$ cat src/rtl/mux_arb_pkg.sv
`default_nettype none
// ---- mux_arb_pkg: shared defaults and mode encoding for mux_arb_nto1 ----
// ---- rev 1.0 ----
package mux_arb_pkg;
   localparam int N_CH_DEF  = 4;
   localparam int WIDTH_DEF = 8;

   localparam logic MODE_FIXED = 1'b0;
   localparam logic MODE_RR    = 1'b1;
endpackage
`default_nettype wire

$ cat src/rtl/rr_arbiter.sv
`default_nettype none
// ---- rr_arbiter: combinational round-robin grant, search starts after last ----
// ---- rev 1.0 ----
module rr_arbiter #(
   parameter  int N_CH = 4,
   localparam int CH_W = $clog2(N_CH)
) (
   input  logic [N_CH-1:0] req_i,
   input  logic [CH_W-1:0] last_i,
   output logic [N_CH-1:0] grant_o,
   output logic [CH_W-1:0] idx_o
);
   localparam logic [CH_W:0] LAST_CH = (CH_W+1)'(N_CH - 1);
   localparam logic [CH_W:0] NUM_CH  = (CH_W+1)'(N_CH);

   logic [CH_W:0]     start;
   logic [2*N_CH-1:0] dbl;
   logic [N_CH-1:0]   rot;
   logic [CH_W-1:0]   off;
   logic              found;
   logic [CH_W:0]     sum;

   always_comb begin
      start = ({1'b0, last_i} >= LAST_CH) ? '0 : {1'b0, last_i} + 1'b1;
      dbl   = {req_i, req_i} >> start;
      rot   = dbl[N_CH-1:0];
      found = 1'b0;
      off   = '0;
      // Descending scan so the lowest rotated position (closest after last) wins.
      for (int i = N_CH - 1; i >= 0; i--) begin
         if (rot[i]) begin
            found = 1'b1;
            off   = CH_W'(i);
         end
      end
      sum = start + {1'b0, off};
      if (sum >= NUM_CH) begin
         sum = sum - NUM_CH;
      end
      idx_o   = found ? sum[CH_W-1:0] : '0;
      grant_o = found ? (N_CH'(1) << idx_o) : '0;
   end
endmodule
`default_nettype wire

$ cat src/rtl/mux_arb_nto1.sv
`default_nettype none
// ---- mux_arb_nto1: N-to-1 valid/ready mux, fixed or round-robin, registered output ----
// ---- rev 1.0 ----
module mux_arb_nto1
   import mux_arb_pkg::*;
#(
   parameter  int N_CH  = N_CH_DEF,
   parameter  int WIDTH = WIDTH_DEF,
   localparam int CH_W  = $clog2(N_CH)
) (
   input  logic                  clk,
   input  logic                  reset,
   input  logic                  mode,
   input  logic [CH_W-1:0]       sel,
   input  logic [N_CH-1:0]       in_valid,
   input  logic [N_CH*WIDTH-1:0] in_data,
   output logic [N_CH-1:0]       in_ready,
   output logic                  out_valid,
   output logic [WIDTH-1:0]      out_data,
   output logic [CH_W-1:0]       out_ch,
   input  logic                  out_ready
);
   logic [N_CH-1:0]  rr_grant;
   logic [CH_W-1:0]  rr_idx;
   logic [N_CH-1:0]  fx_grant;
   logic [N_CH-1:0]  grant;
   logic [CH_W-1:0]  grant_idx;
   logic [WIDTH-1:0] sel_data;
   logic             load_en;
   logic             xfer;

   logic             valid_q, valid_d;
   logic [WIDTH-1:0] data_q,  data_d;
   logic [CH_W-1:0]  ch_q,    ch_d;
   logic [CH_W-1:0]  last_q,  last_d;

   rr_arbiter #(.N_CH(N_CH)) u_rr (
      .req_i   (in_valid),
      .last_i  (last_q),
      .grant_o (rr_grant),
      .idx_o   (rr_idx)
   );

   // Out-of-range sel matches no channel, so it yields no grant.
   always_comb begin
      fx_grant = '0;
      for (int i = 0; i < N_CH; i++) begin
         if (CH_W'(i) == sel) begin
            fx_grant[i] = in_valid[i];
         end
      end
   end

   assign load_en   = !valid_q || out_ready;
   assign grant     = (mode == MODE_RR) ? rr_grant : fx_grant;
   assign grant_idx = (mode == MODE_RR) ? rr_idx   : sel;
   assign in_ready  = reset ? '0 : (grant & {N_CH{load_en}});
   assign xfer      = |in_ready;

   always_comb begin
      sel_data = '0;
      for (int i = 0; i < N_CH; i++) begin
         if (grant[i]) begin
            sel_data = in_data[i*WIDTH +: WIDTH];
         end
      end
   end

   always_comb begin
      valid_d = valid_q;
      data_d  = data_q;
      ch_d    = ch_q;
      last_d  = last_q;
      if (xfer) begin
         valid_d = 1'b1;
         data_d  = sel_data;
         ch_d    = grant_idx;
         last_d  = grant_idx;
      end else if (valid_q && out_ready) begin
         valid_d = 1'b0;
      end
   end

   always_ff @(posedge clk or posedge reset) begin
      if (reset) begin
         valid_q <= 1'b0;
         data_q  <= '0;
         ch_q    <= '0;
         last_q  <= CH_W'(N_CH - 1);
      end else begin
         valid_q <= valid_d;
         data_q  <= data_d;
         ch_q    <= ch_d;
         last_q  <= last_d;
      end
   end

   assign out_valid = valid_q;
   assign out_data  = data_q;
   assign out_ch    = ch_q;
endmodule
`default_nettype wire

$ cat config.mk
export PLATFORM = sky130hd
export DESIGN_NAME = mux_arb_nto1
export DESIGN_NICKNAME = d
export VERILOG_FILES = /design/src/rtl/mux_arb_pkg.sv /design/src/rtl/rr_arbiter.sv /design/src/rtl/mux_arb_nto1.sv
export SDC_FILE = /design/constraint.sdc
export NUM_CORES = 1
export LEC_CHECK = 0
export CAP_MARGIN = 20
export CORE_MARGIN = 1.5
export CORE_UTILIZATION = 34
export DETAILED_ROUTE_END_ITERATION = 10
export GPL_ROUTABILITY_DRIVEN = 1
export GPL_TIMING_DRIVEN = 0
export PLACE_DENSITY_LB_ADDON = 0.15
export SLEW_MARGIN = 15
export SYNTH_ARGS = -nofsm -noshare
export SYNTH_HDL_FRONTEND = slang
export SYNTH_SLANG_ARGS = --single-unit
$ cat constraint.sdc
create_clock -name clk -period 9.3 [get_ports clk]
set_input_delay 1.395 -clock clk [delete_from_list [all_inputs] [get_ports clk]]
set_output_delay 1.395 -clock clk [all_outputs]
set_load 0.01 [all_outputs]
==> impl_metrics.env <==
export IMPL_wl_per_cell_um=14.9
export IMPL_drc_errors=0
export IMPL_max_freq_mhz=166
export IMPL_path_clk_slew_ns=0.08
export IMPL_finalWorstSetupSlack_ns=3.29
export IMPL_drt_first_iter_violations=82
export IMPL_clock_root_buffer="clkbuf_4"
export IMPL_cp_slowest_cell="clkdlybuf4s50_1"
export IMPL_end_kind="output port"
export IMPL_port_buffers=56
export IMPL_post_route_min_period_ns=6.01
export IMPL_cts_max_level=1
export IMPL_yosys_area_top_type_share_pct=23.8
export IMPL_synth_xor_area_share_pct=0
export IMPL_cts_setup_buffers=0
export IMPL_slew_headroom_pct=53.0
export IMPL_ant_nets=0
export IMPL_num_io_pins=57
export IMPL_worstPathArrival_ns=4.62
export IMPL_start_kind="input pin"
export IMPL_maxSlewViolCount=0
export IMPL_dp_cells=230
export IMPL_fin_setup_tns_ns=0
export IMPL_globalRouteOverflowTotal=0
export IMPL_synth_top_family_by_area="compound AO/OA/AOI/OAI gates"
export IMPL_finalHoldWorstSlack_ns=0.521
export IMPL_r2r_start="last_q[0]"
export IMPL_hp_start="out_data[5]"
export IMPL_clk_latency_ns=0.28
export IMPL_n_antenna_cell=0
export IMPL_start_util_pct=35.0
export IMPL_first_pass_iters=4
export IMPL_area_delta_synth_final_pct=55.7
export IMPL_power_leakage_nw=0.652
export IMPL_cts_tree="yes"
export IMPL_finalHoldViolCount=0
export IMPL_reg2reg_depth=14
export IMPL_viasPerCell=5.55
export IMPL_coreArea_um2=3310
export IMPL_ys_warn_count=0
export IMPL_avgSynthCellArea_um2=9.04
export IMPL_min_path_type="register to register"
export IMPL_dieArea_um2=3760
export IMPL_antenna_found_initial=0
export IMPL_layout_drive_gt1_share_pct=11.2
export IMPL_synth_ff_type="dfrtp_1"
export IMPL_ys_ff_latch=13
export IMPL_power_density_nw_per_um2=260
export IMPL_rsz0062_at_grt="no"
export IMPL_clockBufferDepth=2
export IMPL_critical_path_max_stage_delay_ns=0.65
export IMPL_synth_adder_area_share_pct=2.16
export IMPL_final_cells=234
export IMPL_grt_max_degree=15
export IMPL_grt_first_pass_wirelength_um=5640
export IMPL_critical_path_required_ns=7.91
export IMPL_period_share_pct=64.7
export IMPL_die_w_um=61.3
export IMPL_synth_mux_area_share_pct=4.11
export IMPL_synth_compound_area_share_pct=37.1
export IMPL_critPathKind="input pin to output port"
export IMPL_synth_edf_count=0
export IMPL_worst_path_max_fanout=9
export IMPL_cts_buffers=3
export IMPL_max_slew_worst_pin_slew_ns=0.702
export IMPL_syn_instance_count=128
export IMPL_nFillCells=357
export IMPL_track_usage_pct=19.9
export IMPL_whs_path_depth=1
export IMPL_synth_area_leaders="dfrtp_1 24%, a221oi_1 6.1%, a22oi_1 5.8%, o21ai_1 5.2%, dfstp_2 4.5%"
export IMPL_maxCapViolations=0
export IMPL_pre_cts_ws_ns=3.28
export IMPL_via_count=1299
export IMPL_fin_skew_ns=0.00302
export IMPL_whs_endpoint="out_data[5]"
export IMPL_regToRegSetupSlack_ns=6.16
export IMPL_fin_nets=233
export IMPL_synthArstFlopShare_pct=100
export IMPL_syn_num_nets=172
export IMPL_yosysSeqAreaShare_pct=28.3
export IMPL_ctsResizeCount=0
export IMPL_die_y_um=61.3
export IMPL_hpwl_um=2780
export IMPL_ctsHoldBuffers=0
export IMPL_yosys_area_share_simple_pct=24.6
export IMPL_cp_cell_sequence="clkdlybuf4s50_1 > nand3b_1 > o21ai_0 > a311oi_1 > nor2_1 > ha_1 > nor3b_1 > o21ai_0 > o32ai_1 > or2_1 > clkbuf_1 > nor2b_1 > clkdlybuf4s50_1"
export IMPL_syn_area_um2=1160
export IMPL_drt_wl_total_um=3490
export IMPL_rows=21
export IMPL_grt_pass1_vias=1256
export IMPL_ir_worst_vdd_v=0.000102
export IMPL_clock_sinks=13
export IMPL_synth_cell_type_count=48
export IMPL_yosysTopAreaCell="dfrtp_1"
export IMPL_post_route_util_pct=54.4
export IMPL_globalplace_congestion=0.811
export IMPL_timing_rr_end="out_data[5]"
export IMPL_outcome="complete, no violations"
export IMPL_setup_viol_count_final=0
==> cells in the final DEF, fill, tap and decap left out, types with 2 or more instances in the layout <==
| cell type | n |
|---|---|
| o21ai_1 | 12 |
| inv_1 | 2 |
| clkdlybuf4s50_1 | 56 |
| o31ai_1 | 2 |
| clkbuf_1 | 3 |
| buf_6 | 2 |
| clkbuf_4 | 3 |
| a221oi_1 | 8 |
| o21ai_0 | 5 |
| nand3_1 | 2 |
| or2_1 | 3 |
| dfstp_2 | 2 |
| o32ai_1 | 3 |
| ha_1 | 2 |
| a21oi_1 | 3 |
| dfrtp_1 | 11 |
| nand2_1 | 9 |
| a22oi_1 | 9 |
| nor2_1 | 13 |
| nand2b_1 | 2 |
| a31oi_1 | 2 |
| o22ai_1 | 4 |
| nor4b_2 | 2 |
| nand3b_1 | 2 |
==> synth_stat cells, types with 2 or more instances <==
| cell type | number |
|---|---|
| dfstp_2 | 2 |
| buf_6 | 2 |
| dfrtp_1 | 11 |
| o31ai_1 | 2 |
| a221oi_1 | 8 |
| a21oi_1 | 3 |
| or2_1 | 3 |
| clkbuf_1 | 2 |
| nand2_1 | 9 |
| inv_1 | 2 |
| o32ai_1 | 3 |
| nand2b_1 | 2 |
| nor4b_2 | 2 |
| a22oi_1 | 9 |
| nand3b_1 | 2 |
| nand3_1 | 2 |
| nor2_1 | 13 |
| o21ai_1 | 12 |
| o21ai_0 | 5 |
| o22ai_1 | 4 |
| a31oi_1 | 2 |
| ha_1 | 2 |
==> how the worst max path moves through the flow <==
stage | cells after the start | from | end | slack (ns)
3_3_place_gp | 14 | in_valid[3] | in_ready[0] | 3.29
6_report | 13 | in_valid[3] | in_ready[0] | 3.29
2_1_floorplan | 12 | in_valid[3] | in_ready[0] | 4.72
4_1_cts | 13 | in_valid[3] | in_ready[0] | 3.26
5_1_grt | 13 | in_valid[3] | in_ready[0] | 2.86
3_5_place_dp | 13 | in_valid[3] | in_ready[0] | 3.28
==> metrics by stage <==
step	total power [mW]	cell area [um2]
finish	0.468	1800
detailed placement	0.434	1780
global placement	0.428	1780
floorplan	0.322	1160
CTS	0.472	1800
global route	0.510	1800
==> kinds of logic (layout without fill, tap and decap cells) <==
group | Yosys count | in the layout
buffers and inverters | 7 | 67
DFF | 13 | 13
and+or+nand+nor | 45 | 45
muxes | 3 | 3
AOI/OAI and AO/OA | 58 | 58
adders and majority gates | 2 | 2
==> power by group <==
part,internal (mW),switching [mW]
Sequential,0.0844,0.0138
Clock,0.0166,0.0192
Combinational,0.166,0.168
Total,0.267,0.201
==> worst max-delay path, delay by kind of cell <==
kind	cells	cell delay, ns
and+or+nand+nor	5	0.80
buffers and inverters	3	1.48
adders and majority gates	1	0.36
AOI/OAI and AO/OA	4	0.57
==> routing by layer <==
layer	track usage, %	vias up	wire length (um)
met5	0	-	0
met4	5.78	0	15
met3	5.04	2	269
met2	34.3	49	1710
met1	24.5	613	1500
li1	-	635	-
==> final cells by class <==
cell class                 count  area, um2  share of cell area [%]
multi-input combinational    108        787                    43.7
timing repair buffer          56        561                    31.1
sequential                    13        328                    18.2
tap                           46       57.6                    3.19
buffer                         5       35.0                    1.94
clock buffer                   4       26.3                    1.46
inverter                       2       7.51                   0.417
==> state kept, by name (all words and copies together) (netlist names) <==
register / cells
out_data: 8
last_q: 2
out_valid: 1
out_ch: 2
(Power assumes the default switching activity.)
